--- config.mk ---
export PLATFORM = sky130hd
export DESIGN_NAME = uart_rx_byte_flat
export DESIGN_NICKNAME = d
export VERILOG_FILES = /design/src/rtl/uart_pkg.sv /design/src/rtl/uart_rx_byte_if.sv /design/src/rtl/uart_baud_tick.sv /design/src/rtl/uart_rx_byte.sv /design/src/flat_wrapper.sv
export SDC_FILE = /design/constraint.sdc
export NUM_CORES = 1
export LEC_CHECK = 0
export ABC_AREA = 1
export ABC_CLOCK_PERIOD_IN_PS = 1940
export BUFFER_PORTS_ARGS = -buffer_cell sky130_fd_sc_hd__buf_2
export CAP_MARGIN = 20
export CORE_AREA = 2 2 66 68
export CTS_BUF_LIST = sky130_fd_sc_hd__clkbuf_4
export CTS_CLUSTER_SIZE = 8
export DETAILED_ROUTE_END_ITERATION = 8
export DIE_AREA = 0 0 68 70
export GPL_TIMING_DRIVEN = 0
export PLACE_DENSITY = 0.73
export SLEW_MARGIN = 20
export SYNTH_ARGS = -nofsm -noshare
export SYNTH_HDL_FRONTEND = slang
export SYNTH_SLANG_ARGS = --single-unit
--- constraint.sdc ---
create_clock -name clock100 -period 1.94 [get_ports clock100]
set_input_delay 0.097 -clock clock100 [delete_from_list [all_inputs] [get_ports clock100]]
set_output_delay 0.097 -clock clock100 [all_outputs]
set_load 0.05 [all_outputs]
--- src/rtl/uart_pkg.sv ---
// Shared UART definitions: receiver state encoding, data width and the
// baud divider calculation used by the receiver and a future transmitter.
`timescale 1ns/1ps
package uart_pkg;

  localparam int UART_DATA_BITS = 8;

  typedef enum logic [2:0] {
    WAIT_IDLE = 3'd0,
    IDLE      = 3'd1,
    START     = 3'd2,
    DATA      = 3'd3,
    STOP      = 3'd4
  } uart_rx_state_t;

  // Clocks per oversample tick, rounded to nearest.
  function automatic int baud_div(input longint clk, input longint baud, input longint os);
    longint den;
    den = baud * os;
    return int'((clk + den / 64'sd2) / den);
  endfunction

endpackage

--- src/rtl/uart_rx_byte_if.sv ---
// Receiver-side bundle: serial line in, byte / ready / framing error out.
`timescale 1ns/1ps
interface uart_rx_byte_if;
  import uart_pkg::*;

  logic                      rx;
  logic [UART_DATA_BITS-1:0] data_out;
  logic                      data_ready;
  logic                      framing_error;

  modport master (output rx, input data_out, input data_ready, input framing_error);
  modport slave  (input rx, output data_out, output data_ready, output framing_error);

endinterface

--- src/rtl/uart_baud_tick.sv ---
// Oversample tick generator: one-cycle tick every DIV clocks, restartable
// through clear so the receiver can phase-align it to a start edge.
`timescale 1ns/1ps
module uart_baud_tick #(
  parameter int DIV = 54
) (
  input  logic clock100,
  input  logic reset,
  input  logic clear,
  output logic tick
);

  localparam int TW = (DIV > 1) ? $clog2(DIV) : 1;

  logic [TW-1:0] r_cnt;

  // Divider counter, cleared at its terminal value so it never wraps.
  always_ff @(posedge clock100) begin
    if (reset || clear) begin
      r_cnt <= {TW{1'b0}};
    end else if (r_cnt == TW'(DIV - 1)) begin
      r_cnt <= {TW{1'b0}};
    end else begin
      r_cnt <= r_cnt + TW'(1);
    end
  end

  assign tick = (r_cnt == TW'(DIV - 1));

endmodule

--- src/rtl/uart_rx_byte.sv ---
// 8N1 UART receiver: synchronises rx, frames bytes on oversample ticks and
// presents each good byte with a fixed-length data_ready window.
`timescale 1ns/1ps
module uart_rx_byte
  import uart_pkg::*;
#(
  parameter int CLK_FREQ   = 100_000_000,
  parameter int BAUD       = 115200,
  parameter int OVERSAMPLE = 16,
  parameter int READY_HOLD = 32
) (
  input  logic     clock100,
  input  logic     reset,
  uart_rx_byte_if.slave bus
);

  localparam int DIV  = baud_div(CLK_FREQ, BAUD, OVERSAMPLE);
  localparam int SW   = $clog2(OVERSAMPLE) + 1;
  localparam int HW   = $clog2(READY_HOLD + 1);
  localparam int IW   = $clog2(UART_DATA_BITS);
  localparam int HALF = OVERSAMPLE / 2;

  logic                      r_sync1, r_sync2, w_rx_s;
  logic                      w_tick, w_clear, w_good, w_ferr;
  uart_rx_state_t            r_state, w_state_nxt;
  logic [SW-1:0]             r_scnt, w_scnt_nxt;
  logic [IW-1:0]             r_idx, w_idx_nxt;
  logic [UART_DATA_BITS-1:0] r_shift, w_shift_nxt;
  logic [UART_DATA_BITS-1:0] r_data_out;
  logic                      r_ready, r_ferr;
  logic [HW-1:0]             r_hold;

  assign w_rx_s = r_sync2;

  uart_baud_tick #(.DIV(DIV)) u_tick (
    .clock100 (clock100),
    .reset    (reset),
    .clear    (w_clear),
    .tick     (w_tick)
  );

  // Two-flop synchroniser; idles high so reset never looks like a start bit.
  always_ff @(posedge clock100) begin
    if (reset) begin
      r_sync1 <= 1'b1;
      r_sync2 <= 1'b1;
    end else begin
      r_sync1 <= bus.rx;
      r_sync2 <= r_sync1;
    end
  end

  // Framing FSM next-state and datapath updates.
  always_comb begin
    w_state_nxt = r_state;
    w_scnt_nxt  = r_scnt;
    w_idx_nxt   = r_idx;
    w_shift_nxt = r_shift;
    w_clear     = 1'b0;
    w_good      = 1'b0;
    w_ferr      = 1'b0;
    case (r_state)
      WAIT_IDLE: begin
        if (!w_tick) begin
          w_scnt_nxt = r_scnt;
        end else if (!w_rx_s) begin
          w_scnt_nxt = {SW{1'b0}};
        end else if (r_scnt == SW'(OVERSAMPLE - 1)) begin
          w_scnt_nxt  = {SW{1'b0}};
          w_state_nxt = IDLE;
        end else begin
          w_scnt_nxt = r_scnt + SW'(1);
        end
      end
      IDLE: begin
        if (!w_rx_s) begin
          w_state_nxt = START;
          w_scnt_nxt  = {SW{1'b0}};
          w_clear     = 1'b1;
        end else begin
          w_state_nxt = IDLE;
        end
      end
      START: begin
        if (!w_tick) begin
          w_scnt_nxt = r_scnt;
        end else if (r_scnt == SW'(HALF - 1)) begin
          w_scnt_nxt = {SW{1'b0}};
          if (!w_rx_s) begin
            w_state_nxt = DATA;
            w_idx_nxt   = {IW{1'b0}};
          end else begin
            w_state_nxt = IDLE;
          end
        end else begin
          w_scnt_nxt = r_scnt + SW'(1);
        end
      end
      DATA: begin
        if (!w_tick) begin
          w_scnt_nxt = r_scnt;
        end else if (r_scnt == SW'(OVERSAMPLE - 1)) begin
          w_scnt_nxt         = {SW{1'b0}};
          w_shift_nxt[r_idx] = w_rx_s;
          if (r_idx == IW'(UART_DATA_BITS - 1)) begin
            w_state_nxt = STOP;
          end else begin
            w_idx_nxt = r_idx + IW'(1);
          end
        end else begin
          w_scnt_nxt = r_scnt + SW'(1);
        end
      end
      STOP: begin
        if (!w_tick) begin
          w_scnt_nxt = r_scnt;
        end else if (r_scnt == SW'(OVERSAMPLE - 1)) begin
          w_scnt_nxt = {SW{1'b0}};
          if (w_rx_s) begin
            w_good      = 1'b1;
            w_state_nxt = IDLE;
          end else begin
            w_ferr      = 1'b1;
            w_state_nxt = WAIT_IDLE;
          end
        end else begin
          w_scnt_nxt = r_scnt + SW'(1);
        end
      end
      default: begin
        w_state_nxt = WAIT_IDLE;
        w_scnt_nxt  = {SW{1'b0}};
      end
    endcase
  end

  // FSM state and capture registers.
  always_ff @(posedge clock100) begin
    if (reset) begin
      r_state <= WAIT_IDLE;
      r_scnt  <= {SW{1'b0}};
      r_idx   <= {IW{1'b0}};
      r_shift <= {UART_DATA_BITS{1'b0}};
    end else begin
      r_state <= w_state_nxt;
      r_scnt  <= w_scnt_nxt;
      r_idx   <= w_idx_nxt;
      r_shift <= w_shift_nxt;
    end
  end

  // Output byte, ready window (reloads on a new byte without a gap) and error pulse.
  always_ff @(posedge clock100) begin
    if (reset) begin
      r_data_out <= {UART_DATA_BITS{1'b0}};
      r_ready    <= 1'b0;
      r_ferr     <= 1'b0;
      r_hold     <= {HW{1'b0}};
    end else begin
      r_ferr <= w_ferr;
      if (w_good) begin
        r_data_out <= r_shift;
        r_hold     <= HW'(READY_HOLD);
        r_ready    <= 1'b1;
      end else if (r_hold != {HW{1'b0}}) begin
        r_hold  <= r_hold - HW'(1);
        r_ready <= (r_hold != HW'(1));
      end else begin
        r_ready <= 1'b0;
      end
    end
  end

  assign bus.data_out      = r_data_out;
  assign bus.data_ready    = r_ready;
  assign bus.framing_error = r_ferr;

endmodule

--- src/flat_wrapper.sv ---
// flat-port wrapper written by rule: the top's interface ports become plain ports
module uart_rx_byte_flat import uart_pkg::*;
#(
  parameter int CLK_FREQ   = 100_000_000,
  parameter int BAUD       = 115200,
  parameter int OVERSAMPLE = 16,
  parameter int READY_HOLD = 32
)
  (clock100, reset, bus_rx, bus_data_out, bus_data_ready, bus_framing_error);
  uart_rx_byte_if bus_i ();
  input  logic clock100;
  input  logic reset;
  input wire logic [$bits(bus_i.rx)-1:0] bus_rx;
  output wire logic [$bits(bus_i.data_out)-1:0] bus_data_out;
  output wire logic [$bits(bus_i.data_ready)-1:0] bus_data_ready;
  output wire logic [$bits(bus_i.framing_error)-1:0] bus_framing_error;
  assign bus_i.rx = bus_rx;
  assign bus_data_out = bus_i.data_out;
  assign bus_data_ready = bus_i.data_ready;
  assign bus_framing_error = bus_i.framing_error;
  uart_rx_byte #(.CLK_FREQ(CLK_FREQ), .BAUD(BAUD), .OVERSAMPLE(OVERSAMPLE), .READY_HOLD(READY_HOLD)) u_core (.clock100(clock100), .reset(reset), .bus(bus_i));
endmodule
[After elaboration in Yosys (flattened, before gate mapping)]
Index checks and enable logic that the tools add are counted.
Widths: inputs -> output; s select.
Storage, ports and cells
  register bits: 43
  logic and storage cells: 100
Operators by class
  add/subtract/negate cells: 4
  $lt $le $gt $ge: 2
  eq/ne operators: 23
  multiplexer cells: 42
  bitwise operators: 3
  reduce and logical (&&, ||, !) cells: 14
Operators with widths (count)
  $mux 3: 16
  $mux 5: 7
  $ne 2x1->1 const B: 11
  $pmux 5 s4: 1
  $pmux 3 s5: 1
  $mux 6: 2
  $mux 1: 10
  $reduce_and 10->1: 1
  $bwmux 8: 1
  $reduce_and 7->1: 1
  $add 6x1->6 const B: 1
  $eq 3x2->1 const B: 2
  $eq 3x3->1 const B: 2
  $eq 6x6->1 const B: 1
  $ne 2x2->1 const B: 3
  $ne 6x1->1 const B: 1
  $pmux 3 s2: 1
  $reduce_bool 6->1: 1
  $reduce_or 2->1: 3
  $sub 6x1->6 const B: 1
  $add 5x1->5 const B: 1
  $eq 5x3->1 const B: 1
  $eq 5x4->1 const B: 1
  $lt 3x4->1 const B: 1
  other kinds (13): 17

[Longest topological paths before layout]
Gate-level depths: netlist of the first run.
  word-level depth: 5
  depth in mapped cells: 12

[By module]
Synthesis of the first run repeated with hierarchy kept, for this count alone.
Second synthesis, totals
  cell total of the unflattened synthesis: 311
  area, all modules: 2190.9 µm²
Modules (own cells, without submodules)
  uart_rx_byte: instances 1, cells each 276, area an instance 1903.1 µm²
  uart_baud_tick: instances 1, cells each 35, area an instance 287.8 µm²

[Worst setup path after synthesis of the first run]
Ideal clock, no wire load.
  path type: flip-flop to flip-flop
  from: register u_core.r_scnt[0]
  to: register u_core.r_data_out[7] (netlist: u_core.bus.data_out[7])
  library setup time: 0.080 ns
  arrival: 1.350 ns
  data required time: 1.860 ns
  setup slack: 0.510 ns
  stages on the path, launching flop included: 9
  buffers on the path: 1
  period minus slack after synthesis: 1.430 ns
  cell sequence: dfxtp_1 -> ha_1 -> nand4_4 -> clkinv_1 -> nand2_2 -> nor2_8 -> buf_6 -> nor2_1 -> a211oi_2
Between the ends
  cells in the longest elaborated chain, start to end: 4
Ends and longest elaborated chain
  start: declaration: RTL line uart_rx_byte.sv:26  | logic [SW-1:0] r_scnt, w_scnt_nxt;
  start signal: assignment: RTL line uart_rx_byte.sv:141  | r_scnt <= {SW{1'b0}};
  start signal: assignment: RTL line uart_rx_byte.sv:146  | r_scnt <= w_scnt_nxt;
  $eq 5x4->1: RTL line uart_rx_byte.sv:117  | end else if (r_scnt == SW'(OVERSAMPLE - 1)) begin
  $mux 1: RTL line uart_rx_byte.sv:117
  $mux 1: RTL line uart_rx_byte.sv:115  | if (!w_tick) begin
  $mux 1: RTL line uart_rx_byte.sv:62  | case (r_state)
  end signal: assignment: RTL line uart_rx_byte.sv:155  | r_data_out <= {UART_DATA_BITS{1'b0}};
  end signal: assignment: RTL line uart_rx_byte.sv:162  | r_data_out <= r_shift;
  end: declaration: RTL line uart_rx_byte.sv:29  | logic [UART_DATA_BITS-1:0] r_data_out;
No other way between the ends.
A chain may end at the register's enable or synchronous reset.

[Final worst setup path of the first run]
  from: register u_core.u_tick.r_cnt[0]
  to: register u_core.r_data_out[7] (netlist: u_core.bus.data_out[7])
Between the ends
  cells in the longest elaborated chain, start to end: 3
Ends and longest elaborated chain
  start: declaration: RTL line uart_baud_tick.sv:15  | logic [TW-1:0] r_cnt;
  start signal: assignment: RTL line uart_baud_tick.sv:20  | r_cnt <= {TW{1'b0}};
  start signal: assignment: RTL line uart_baud_tick.sv:22  | r_cnt <= {TW{1'b0}};
  start signal: assignment: RTL line uart_baud_tick.sv:24  | r_cnt <= r_cnt + TW'(1);
  $eq 6x6->1: RTL line uart_baud_tick.sv:28  | assign tick = (r_cnt == TW'(DIV - 1));
  $mux 1: RTL line uart_rx_byte.sv:115
  $mux 1: RTL line uart_rx_byte.sv:62
No other way between the ends.

==> results.cfg, run 1 <==
[worst_setup_path]
r2r_end = u_core.bus.data_out[7]
reg2reg_depth = 8
worstPathArrival_ns = 1.91
worstSetupPathType = reg2reg
crit-reg2reg-launch = u_core.u_tick.r_cnt[0]
startpoint_type_of_the_worst_setup_path = flip-flop
cp-end-kind = flip-flop
required_ns = 2.24
ff2ff_setup_slack_ns = 0.33
critical_path_peak_fanout = 10

[floorplanning]
die_h_um = 70
design.portCount = 13
initial_utilization_pct = 52.4
die_area_mm2 = 0.00476
area_of_the_core_mm2 = 0.00414
die_x_um = 68
core.rowCount = 24

[clocking]
tritoncts.num_buffers = 5
clk_transition_reported_paths_ns = 0.13
ctsHtreeMaxLevel = 2
worst_skew_pair.late_latency_ns = 0.36
cts.path.max_buffers = 2
tritoncts = built
cts_root_buf = sky130_fd_sc_hd__clkbuf_4
numClockSinks = 43

[synthesis]
ys_seq_elements = 43
post_synth_num_cell_types = 30
synthesis.area_mm2 = 0.00217
mappedNetlistNets = 312
sequential_area_share_after_synthesis_pct = 39.7
synthesized_instance_count = 301
synth.yosys.warnings = 0
syn_area_per_cell_um2 = 7.21

[sta]
final_hold_violating_endpoints = 0
timing.clock.skew_ns = 0.00668
report.final.slew_viol_count = 0
max_freq_ghz = 0.620
transition_time_at_the_pin_with_the_least_slew_margin_ns = 0.529
setup_repair_after_global_routing_missed_its_margin = false
total_negative_slack_for_setup_checks_ns = 0
finalSetupViolCount = 0
period_minus_slack_ns = 1.61
final_min_period_over_clock_period_pct = 83.1
maxSlewHeadroom_pct = 64.6

[layout]
synthToLayoutAreaGrowth_pct = 9.75
layout.cells.non_filler = 373
n_fill_cell = 411
layout-drive-gt1-share_pct = 13.4
antennaDiodeCount = 0
layout_nets = 331
final_core_utilization_pct = 57.5

[min_path]
worst_hold_startpoint = reset
min_path_cells = 2
hold_path.class = in2reg
timing.hold.worst_endpoint = u_core.bus.data_out[0]

[global_routing]
grt_start_max_net_pins = 15
grt_pass1_vias = 1737
wire_length_of_the_first_global_routing_pass_um = 7070
grt-ovfl-total = 0
number_of_antenna_violations_at_the_first_check_in_global_routing = 0
gr-usage-all-layers_pct = 19.2

[place]
buffer_ports.inserted = 11
hpwlAfterDp_um = 3100
routabilityCongestion = 0.850
place_inst = 364

[route]
post_drt_via_cell_ratio = 5.05
route.detailed.drc = 0
detail_route.wl_per_cell_um = 10.7
drt_pass1_iterations = 4
routed-via-count = 1885
wl_um = 4010
dr.first_iter.drc_count = 56
ant_nets = 0

[power_and_ir_drop]
power_per_cell_area_mw_per_mm2 = 835
p_leak_nw = 1.03
design_power_total_mw = 1.99
ir_drop_mv = 0.426

[flow_run]
max-cap-violations = 0

[run_status]
status = finished, final reports clean
cell usage after synthesis:
library cell | number | area share (%)
sky130_fd_sc_hd__a211oi_1 | 7 | 2.4
sky130_fd_sc_hd__a211oi_2 | 1 | 0.58
sky130_fd_sc_hd__a21boi_0 | 1 | 0.35
sky130_fd_sc_hd__a21oi_1 | 23 | 5.3
sky130_fd_sc_hd__buf_6 | 1 | 0.52
sky130_fd_sc_hd__clkbuf_1 | 4 | 0.69
sky130_fd_sc_hd__clkinv_1 | 1 | 0.17
sky130_fd_sc_hd__dfxtp_1 | 43 | 40
sky130_fd_sc_hd__ha_1 | 8 | 4.6
sky130_fd_sc_hd__inv_1 | 33 | 5.7
sky130_fd_sc_hd__inv_2 | 4 | 0.69
sky130_fd_sc_hd__nand2_1 | 63 | 11
sky130_fd_sc_hd__nand2_2 | 4 | 1.2
sky130_fd_sc_hd__nand2_4 | 2 | 1.0
sky130_fd_sc_hd__nand3_1 | 20 | 4.6
sky130_fd_sc_hd__nand4_1 | 4 | 1.2
sky130_fd_sc_hd__nand4_4 | 1 | 0.98
sky130_fd_sc_hd__nor2_1 | 52 | 9.0
sky130_fd_sc_hd__nor2_2 | 1 | 0.29
sky130_fd_sc_hd__nor2_4 | 2 | 1.0
sky130_fd_sc_hd__nor2_8 | 2 | 1.8
sky130_fd_sc_hd__nor3_1 | 2 | 0.46
sky130_fd_sc_hd__nor3_2 | 1 | 0.46
sky130_fd_sc_hd__o211ai_1 | 1 | 0.35
sky130_fd_sc_hd__o21a_1 | 4 | 1.4
sky130_fd_sc_hd__o21ai_0 | 8 | 1.8
sky130_fd_sc_hd__o21ai_2 | 1 | 0.40
sky130_fd_sc_hd__or2_2 | 4 | 1.2
sky130_fd_sc_hd__xnor2_1 | 2 | 0.81
sky130_fd_sc_hd__xor2_1 | 1 | 0.40
per-layer routing:
layer  routed length (um)  GRT usage [%]  up-vias  part of all wire (%)
met5                    0              0        -                     0
met2                 1930           32.1       16                    48
met4                   65           6.67        0                   1.6
met3                   96           4.35        6                   2.4
met1                 1910           23.8      862                    48
li1                     -              -     1001                     -
timing repair:
action	in CTS	in global routing
gates resized for setup	0	0
hold endpoints to repair	1	0
buffers inserted	0	0
hold buffers	1	0
how the worst max path moves through the flow:
stage	start	endpoint	depth (start not counted)
6_report	u_core.u_tick.r_cnt[0]	u_core.bus.data_out[7]	8
5_1_grt	u_core.u_tick.r_cnt[0]	u_core.r_shift[7]	8
3_3_place_gp	u_core.u_tick.r_cnt[0]	u_core.bus.data_out[7]	8
2_1_floorplan	u_core.r_scnt[0]	u_core.bus.data_out[7]	8
4_1_cts	u_core.r_scnt[0]	u_core.bus.data_out[7]	8
3_5_place_dp	u_core.r_scnt[0]	u_core.bus.data_out[7]	8
final cells by class:
type                       instances  area (um^2)  share of cell area (%)
clock inverter                     3         43.8                    1.84
multi-input combinational        215         1140                    47.9
clock buffer                       5         37.5                    1.58
inverter                          38          143                    5.99
buffer                             5         26.3                    1.10
sequential                        43          861                    36.2
timing repair buffer              12         65.1                    2.73
tap                               52         65.1                    2.73
cells by family (layout without fill, tap and decap cells):
kind of cell,count (synthesis),in the layout,synth area share (%)
AO/OA/AOI/OAI,46,46,12.6
XOR/XNOR,3,3,1.21
adder cells (fa/ha/maj),8,8,4.61
buffers and inverters,43,63,7.78
flip-flops,43,43,39.7
AND/OR/NAND/NOR,158,158,34.1
layout by cell type, fill, tap and decap left out, types with 2 or more instances in the layout:
master                     netlist  layout
sky130_fd_sc_hd__inv_2           4       4
sky130_fd_sc_hd__nor3_1          2       2
sky130_fd_sc_hd__o21a_1          4       4
sky130_fd_sc_hd__or2_2           4       4
sky130_fd_sc_hd__a21oi_1        23      23
sky130_fd_sc_hd__nand3_1        20      20
sky130_fd_sc_hd__ha_1            8       8
sky130_fd_sc_hd__dfxtp_1        43      43
sky130_fd_sc_hd__inv_1          33      33
sky130_fd_sc_hd__buf_2           0      11
sky130_fd_sc_hd__xnor2_1         2       2
sky130_fd_sc_hd__nor2_4          2       2
sky130_fd_sc_hd__clkbuf_4        0       5
sky130_fd_sc_hd__nor2_8          2       2
sky130_fd_sc_hd__nand2_4         2       2
sky130_fd_sc_hd__nor2_1         52      52
sky130_fd_sc_hd__clkbuf_1        4       4
sky130_fd_sc_hd__nand4_1         4       4
sky130_fd_sc_hd__nand2_1        63      63
sky130_fd_sc_hd__a211oi_1        7       7
sky130_fd_sc_hd__o21ai_0         8       8
sky130_fd_sc_hd__nand2_2         4       4
per-stage QoR:
step                      instance area, um^2  worst slack, ns  hold slack, ns
final                                    2380            0.328           0.174
after global routing                     2380           0.0908           0.184
after CTS                                2380            0.324           0.139
after detailed placement                 2290            0.353           0.283
after global placement                   2290            0.379           0.281
after floorplan                          2170            0.510           0.201
state kept, by name, summed over array words and instances, names as in the netlist:
signal / cells
u_core.r_idx: 3
u_core.bus.data_out: 8
u_core.r_shift: 8
u_core.r_sync2: 1
u_core.bus.data_ready: 1
u_core.r_sync1: 1
u_core.r_hold: 6
u_core.r_state: 3
u_core.bus.framing_error: 1
u_core.r_scnt: 5
u_core.u_tick.r_cnt: 6
power breakdown:
part	switching (mW)	internal [mW]	leakage, nW	total (mW)
clock network	0.303	0.271	0.0452	0.574
registers	0.0448	0.950	0.349	0.995
logic	0.263	0.157	0.633	0.420
critical path, cell delays in order (launching register included):
cell and delay [ns]:
sky130_fd_sc_hd__dfxtp_1 0.42, sky130_fd_sc_hd__ha_1 0.20, sky130_fd_sc_hd__nand3_1 0.11, sky130_fd_sc_hd__nor2_4 0.18
sky130_fd_sc_hd__nand2_2 0.13, sky130_fd_sc_hd__nor2_8 0.16, sky130_fd_sc_hd__buf_6 0.17, sky130_fd_sc_hd__nor2_1 0.06
sky130_fd_sc_hd__a211oi_2 0.12
No activity file was read; power rests on OpenSTA's default activity.
==> run 2: changes to the inputs <==
- ABC_CLOCK_PERIOD_IN_PS: 1940 -> 1400
- PLACE_DENSITY: 0.73 -> 0.76
- clock period: 1.94 -> 1.4 ns (I/O delays scaled with it)
==> run 2 against run 1 <==
The run now ends with setup timing left. Critical path depth grew 1. Critical endpoint is now u_core.r_hold[5]. First-iteration DRC count rose by 59%. Setup slack got worse by 0.43 ns.
==> results.cfg, run 2 (synthesis gave the netlist of run 1 again) <==
[clocking]
ctsHtreeMaxLevel = 2
clk_transition_reported_paths_ns = 0.13
numClockSinks = 43
worst_skew_pair.late_latency_ns = 0.36
cts.path.max_buffers = 2
cts_root_buf = sky130_fd_sc_hd__clkbuf_4
tritoncts = built
tritoncts.num_buffers = 5

[route]
ant_nets = 0
drt_pass1_iterations = 4
routed-via-count = 1949
wl_um = 4680
detail_route.wl_per_cell_um = 12.3
dr.first_iter.drc_count = 89
route.detailed.drc = 0
post_drt_via_cell_ratio = 5.13

[floorplanning]
area_of_the_core_mm2 = 0.00414
initial_utilization_pct = 52.4
die_x_um = 68
die_area_mm2 = 0.00476
core.rowCount = 24
die_h_um = 70
design.portCount = 13

[global_routing]
grt_use_met1_pct = 24.8
grt_pass1_vias = 1735
wire_length_of_the_first_global_routing_pass_um = 7360
met2_usage_pct = 34.3
grt-ovfl-total = 0
grt_start_max_net_pins = 13
gr-usage-all-layers_pct = 20.3
busiest_layer = met2
number_of_antenna_violations_at_the_first_check_in_global_routing = 0
global_route.usage.met3_pct = 4.83

[layout]
layout_commonest_cell = sky130_fd_sc_hd__nand2_1
antennaDiodeCount = 0
layout_common_cells = sky130_fd_sc_hd__nand2_1, sky130_fd_sc_hd__nor2_1, sky130_fd_sc_hd__dfxtp_1
layout-drive-gt1-share_pct = 34.8
layout_nets = 339
synthToLayoutAreaGrowth_pct = 25.5
n_fill_cell = 353
layout.cells.non_filler = 380

[sta]
final_hold_violating_endpoints = 0
finalWorstSetupSlack_ns = -0.0991
setup_repair_after_global_routing_missed_its_margin = true
transition_time_at_the_pin_with_the_least_slew_margin_ns = 0.615
max_freq_ghz = 0.667
maxSlewHeadroom_pct = 59.0
final_min_period_over_clock_period_pct = 107
period_minus_slack_ns = 1.50
report.final.slew_viol_count = 0
worst_hold_slack_ns = 0.249
finalSetupViolCount = 26
timing.clock.skew_ns = 0.0177

[worst_setup_path]
worst_path_largest_cell_delay_ns = 0.35
ff2ff_setup_slack_ns = -0.1
r2r_end = u_core.r_hold[5]
worstSetupPathType = reg2reg
crit-reg2reg-launch = u_core.u_tick.r_cnt[1]
required_ns = 1.68
critical_path_peak_fanout = 5
worst_path_most_repeated_cell = sky130_fd_sc_hd__a21oi_1
reg2reg_depth = 9
timing.critical_path.cells = inv_2 > ha_4 > nand3_4 > nor2_4 > nand2_4 > nor2_8 > buf_6 > a21oi_1 > a21oi_1
crit_slowest_cell = sky130_fd_sc_hd__dfxtp_2
startpoint_type_of_the_worst_setup_path = flip-flop
worstPathArrival_ns = 1.78
cp-end-kind = flip-flop

[min_path]
min_path_cells = 2
timing.hold.worst_endpoint = u_core.bus.data_out[0]
worst_hold_startpoint = reset
hold_path.class = in2reg

[power_and_ir_drop]
p_leak_nw = 1.13
design_power_total_mw = 2.86
ir_drop_mv = 0.548
power_per_cell_area_mw_per_mm2 = 1050

[run_status]
violated_checks = setup timing
status = complete, but fails checks

[place]
hpwlAfterDp_um = 3150
place_inst = 364
buffer_ports.inserted = 11
pre_cts_ws_ns = -0.166
routabilityCongestion = 0.856

[flow_run]
max-cap-violations = 0
run 2: how the worst max path moves through the flow:
stage,startpoint,endpoint,slack [ns],cells after the start
final,u_core.u_tick.r_cnt[1],u_core.r_hold[5],-0.1,9
after global routing,u_core.u_tick.r_cnt[1],u_core.r_idx[0],-0.18,10
after CTS,u_core.u_tick.r_cnt[1],u_core.r_shift[7],-0.1,9
after detailed placement,u_core.u_tick.r_cnt[1],u_core.r_idx[1],-0.17,9
after global placement,u_core.u_tick.r_cnt[1],u_core.bus.data_out[7],-0.12,9
after floorplan,u_core.r_scnt[0],u_core.r_scnt[4],0.01,8
run 2: layout make-up:
| class | count | area [um^2] | area share (%) |
|---|---|---|---|
| Multi-Input combinational cell | 216 | 1410 | 51.6 |
| Sequential cell | 43 | 878 | 32.3 |
| Inverter | 38 | 146 | 5.38 |
| Timing Repair Buffer | 19 | 125 | 4.60 |
| Tap cell | 52 | 65.1 | 2.39 |
| Clock buffer | 6 | 45.0 | 1.65 |
| Clock inverter | 1 | 30.0 | 1.10 |
| Buffer | 5 | 27.5 | 1.01 |
run 2: repair_timing:
action | in CTS | in global routing
pin swaps | 11 | 22
endpoints found under the setup margin | 35 | 39
setup buffers | 3 | 3
hold buffers | 1 | 0
cloned | 2 | 0
gates resized for setup | 31 | 53
hold endpoints to repair | 1 | 0
run 2: per-stage QoR:
| step | TNS, ns | cell area [um^2] | util, % |
|---|---|---|---|
| 4_1_cts | -1.60 | 2550 | 61.4 |
| 6_report | -1.21 | 2720 | 65.7 |
| 5_1_grt | -3.81 | 2720 | 65.7 |
| 2_1_floorplan | 0 | 2180 | - |
| 3_5_place_dp | -3.26 | 2300 | 55.6 |
| 3_3_place_gp | -1.97 | 2300 | 55.6 |
run 2: critical path, delay by kind of cell, from the launching register on:
| kind | cells | cell delay, ns |
|---|---|---|
| flops | 1 | 0.35 |
| compound gates | 2 | 0.16 |
| simple gates | 4 | 0.56 |
| buf+inv | 2 | 0.21 |
| fa+ha+maj | 1 | 0.15 |
run 2: routing by layer:
metal  wire length, um  up-vias
met1              2090      885
met3               167        7
met2              2360       29
met4                63        0
met5                 0        -
li1                  -     1028
run 2: power breakdown:
part           switching (mW)  total [mW]  internal, mW
logic                   0.432       0.700         0.268
registers              0.0635        1.38          1.32
clock network           0.393       0.781         0.388
total                   0.889        2.86          1.97
==> run 3: changes to the inputs <==
--- a/config.mk
+++ b/config.mk
@@ -6,5 +6,4 @@
 export NUM_CORES = 1
 export LEC_CHECK = 0
-export ABC_AREA = 1
 export ABC_CLOCK_PERIOD_IN_PS = 1400
 export BUFFER_PORTS_ARGS = -buffer_cell sky130_fd_sc_hd__buf_2
@@ -16,5 +15,5 @@
 export DIE_AREA = 0 0 68 70
 export GPL_TIMING_DRIVEN = 0
-export PLACE_DENSITY = 0.76
+export PLACE_DENSITY = 0.75
 export SLEW_MARGIN = 20
 export SYNTH_ARGS = -nofsm -noshare
==> constraint.sdc (replaced) <==
create_clock -name clock100 -period 1.4 [get_ports clock100]
set_input_delay 0.07 -clock clock100 [delete_from_list [all_inputs] [get_ports clock100]]
set_output_delay 0.07 -clock clock100 [all_outputs]
set_load 0.02 [all_outputs]
==> run 3 against run 2 <==
The flow still finishes with violations (setup timing). Sequential share of layout area is 0.50 points higher. Global-route usage increased by 0.68 points. Cell area fell by 0.55%. Synthesized cell count down 21%. Via count decreased by 6.9%. Clock power shrank 21%. Worst hold slack got worse by 0.0093 ns. Critical path type unchanged.
==> results.cfg, run 3 <==
[run_status]
status = complete, but fails checks
violated_checks = setup timing

[route]
dr.first_iter.drc_count = 91
detail_route.wl_per_cell_um = 13.5
post_drt_via_cell_ratio = 5.50
drt_pass1_iterations = 4
route.detailed.drc = 0
routed-via-count = 1815
wl_um = 4450
ant_nets = 0

[sta]
report.final.slew_viol_count = 0
total_negative_slack_for_setup_checks_ns = -6.12
worst_hold_slack_ns = 0.240
finalSetupViolCount = 34
final_hold_violating_endpoints = 0
transition_time_at_the_pin_with_the_least_slew_margin_ns = 0.647
max_freq_ghz = 0.582
maxSlewHeadroom_pct = 56.8
period_minus_slack_ns = 1.72
finalWorstSetupSlack_ns = -0.317
final_min_period_over_clock_period_pct = 123
timing.clock.skew_ns = 0.0148
setup_repair_after_global_routing_missed_its_margin = true

[worst_setup_path]
cp_num_cells = 6
crit-reg2reg-launch = u_core.r_scnt[0]
ff2ff_setup_slack_ns = -0.32
timing.critical_path.cells = ha_4 > nand4b_4 > a211oi_1 > o32a_1 > o211ai_1 > a32o_1
r2r_end = u_core.r_state[0]
startpoint_type_of_the_worst_setup_path = flip-flop
worstPathArrival_ns = 1.98
critical_path_peak_fanout = 4
cp-end-kind = flip-flop
critPathTopFamily = compound AO/OA/AOI/OAI gates
required_ns = 1.67
crit_end = u_core.r_state[0]
start_point_of_the_critical_path = u_core.r_scnt[0]
worst_path_largest_cell_delay_ns = 0.38
worstSetupPathType = reg2reg
crit_slowest_cell = sky130_fd_sc_hd__dfxtp_4
reg2reg_depth = 6
critPathBufInv = 0

[flow_run]
max-cap-violations = 0

[clocking]
worst_skew_pair.late_latency_ns = 0.36
cts.path.max_buffers = 2
cts_root_buf = sky130_fd_sc_hd__clkbuf_4
clk_transition_reported_paths_ns = 0.13
numClockSinks = 43
ctsHtreeMaxLevel = 2
tritoncts.num_buffers = 5
tritoncts = built

[place]
routabilityCongestion = 0.810
place_inst = 302
hpwlAfterDp_um = 2810
buffer_ports.inserted = 11

[layout]
layout-drive-gt1-share_pct = 34.5
layout_commonest_cell = sky130_fd_sc_hd__nor2_1
n_fill_cell = 328
synthToLayoutAreaGrowth_pct = 26.1
final_core_utilization_pct = 65.3
layout_common_cells = sky130_fd_sc_hd__nor2_1, sky130_fd_sc_hd__dfxtp_1, sky130_fd_sc_hd__mux2i_1, sky130_fd_sc_hd__buf_4, sky130_fd_sc_hd__nand2_1
layout_nets = 288
antennaDiodeCount = 0
layout.cells.non_filler = 330

[synthesis]
sequential_area_share_after_synthesis_pct = 40.1
post-synth-top-count-cell = sky130_fd_sc_hd__dfxtp_1
synthesis.area_mm2 = 0.00215
synth-main-ff-cell = sky130_fd_sc_hd__dfxtp_1
synth.top_cells.by_count = sky130_fd_sc_hd__dfxtp_1, sky130_fd_sc_hd__nor2_1, sky130_fd_sc_hd__mux2i_1, sky130_fd_sc_hd__nand2_1, sky130_fd_sc_hd__a21oi_1
netlist.area_leader.share_pct = 40.1
post_synth_num_cell_types = 54
syn_area_per_cell_um2 = 8.98
top_post_synthesis_cells_by_area = sky130_fd_sc_hd__dfxtp_1, sky130_fd_sc_hd__mux2i_1, sky130_fd_sc_hd__nor2_1, sky130_fd_sc_hd__ha_1, sky130_fd_sc_hd__a21oi_1
async_reset_ff_share_pct = 0
synth.yosys.warnings = 0
synthesized_instance_count = 239
synth_edf_count = 0
mappedNetlistNets = 250
yosys.area.top_type = sky130_fd_sc_hd__dfxtp_1
ys_seq_elements = 43

[floorplanning]
die_x_um = 68
die_area_mm2 = 0.00476
initial_utilization_pct = 51.8
die_h_um = 70
core.rowCount = 24
design.portCount = 13
area_of_the_core_mm2 = 0.00414

[power_and_ir_drop]
ir_drop_mv = 0.535
p_leak_nw = 1.17
design_power_total_mw = 2.56
power_per_cell_area_mw_per_mm2 = 944

[global_routing]
gr-usage-all-layers_pct = 21.0
wire_length_of_the_first_global_routing_pass_um = 7670
grt_pass1_vias = 1693
number_of_antenna_violations_at_the_first_check_in_global_routing = 0
grt-ovfl-total = 0
grt_start_max_net_pins = 14

[min_path]
hold_path.class = in2reg
worst_hold_startpoint = reset
==> run 3: cell types whose count changed after synthesis, sizes merged, moves of 5 or more <==
cell,previous run,this run
buf,1,6
nand3,20,9
nor2,57,37
inv,37,8
nand2,69,17
o21ai,9,4
a21oi,23,12
nand3b,0,5
mux2i,0,17
a211oi,8,3
nor3,3,8
==> run 3: cell families (layout without fill, tap and decap cells) <==
| logic type | count (synthesis) | count (layout) | share of synthesized area [%] |
|---|---|---|---|
| buffers and inverters | 20 | 59 | 4.08 |
| xor gates and xnor gates | 7 | 7 | 2.86 |
| and+or+nand+nor | 106 | 106 | 27.1 |
| muxes | 18 | 18 | 8.45 |
| adders and majority gates | 8 | 8 | 4.66 |
| AOI/OAI and AO/OA | 37 | 37 | 12.8 |
| DFF | 43 | 43 | 40.1 |
==> run 3: worst min-delay path by stage <==
stage	to	cells after the start
after global routing	u_core.r_state[2]	3
after detailed placement	u_core.r_sync1	2
after global placement	u_core.r_sync1	2
after floorplan	u_core.r_sync1	1
final	u_core.r_state[2]	3
after CTS	u_core.r_state[2]	3
==> run 3: timing repair <==
action,4_1_cts,5_1_grt
setup endpoints to repair,34,35
pin swaps,15,11
setup buffers,13,5
resized for setup,21,13
gates cloned,1,0
hold buffers,1,0
endpoints found under the hold margin,1,0
==> run 3: routing by layer <==
layer / vias to the layer above / GRT usage (%) / part of all wire [%]
li1: 917 / - / -
met1: 849 / 26.6 / 45
met2: 37 / 33.7 / 48
met3: 12 / 4.67 / 3.9
met4: 0 / 8.89 / 3.1
met5: - / 0 / 0
==> run 3: per-stage QoR <==
| stage | worst slack (ns) | area [um^2] |
|---|---|---|
| after floorplan | -0.204 | 2270 |
| after global placement | -0.319 | 2390 |
| after detailed placement | -0.340 | 2390 |
| after CTS | -0.260 | 2630 |
| after global routing | -0.389 | 2710 |
| final | -0.317 | 2710 |
==> run 3: cell type report <==
class	instances	area, um^2	area share [%]
clock inverters	2	11.3	0.416
clock buffers	6	45.0	1.66
well taps	52	65.1	2.40
flip-flops and latches	43	887	32.8
plain buffers	12	77.6	2.87
repair buffers	31	219	8.09
multi-input cells	176	1370	50.7
inverters	8	30.0	1.11
==> run 3: where the power goes <==
part           leakage, nW  switching, mW  total [mW]  internal, mW
Sequential           0.355         0.0889        1.40          1.31
Clock               0.0360          0.401       0.616         0.215
Combinational        0.783          0.307       0.539         0.232
Total                 1.17          0.797        2.56          1.76
==> run 3: worst min-delay path, delay by kind of cell <==
family	cells	cell delay (ns)
buf+inv	2	0.34
compound gates	1	0.17
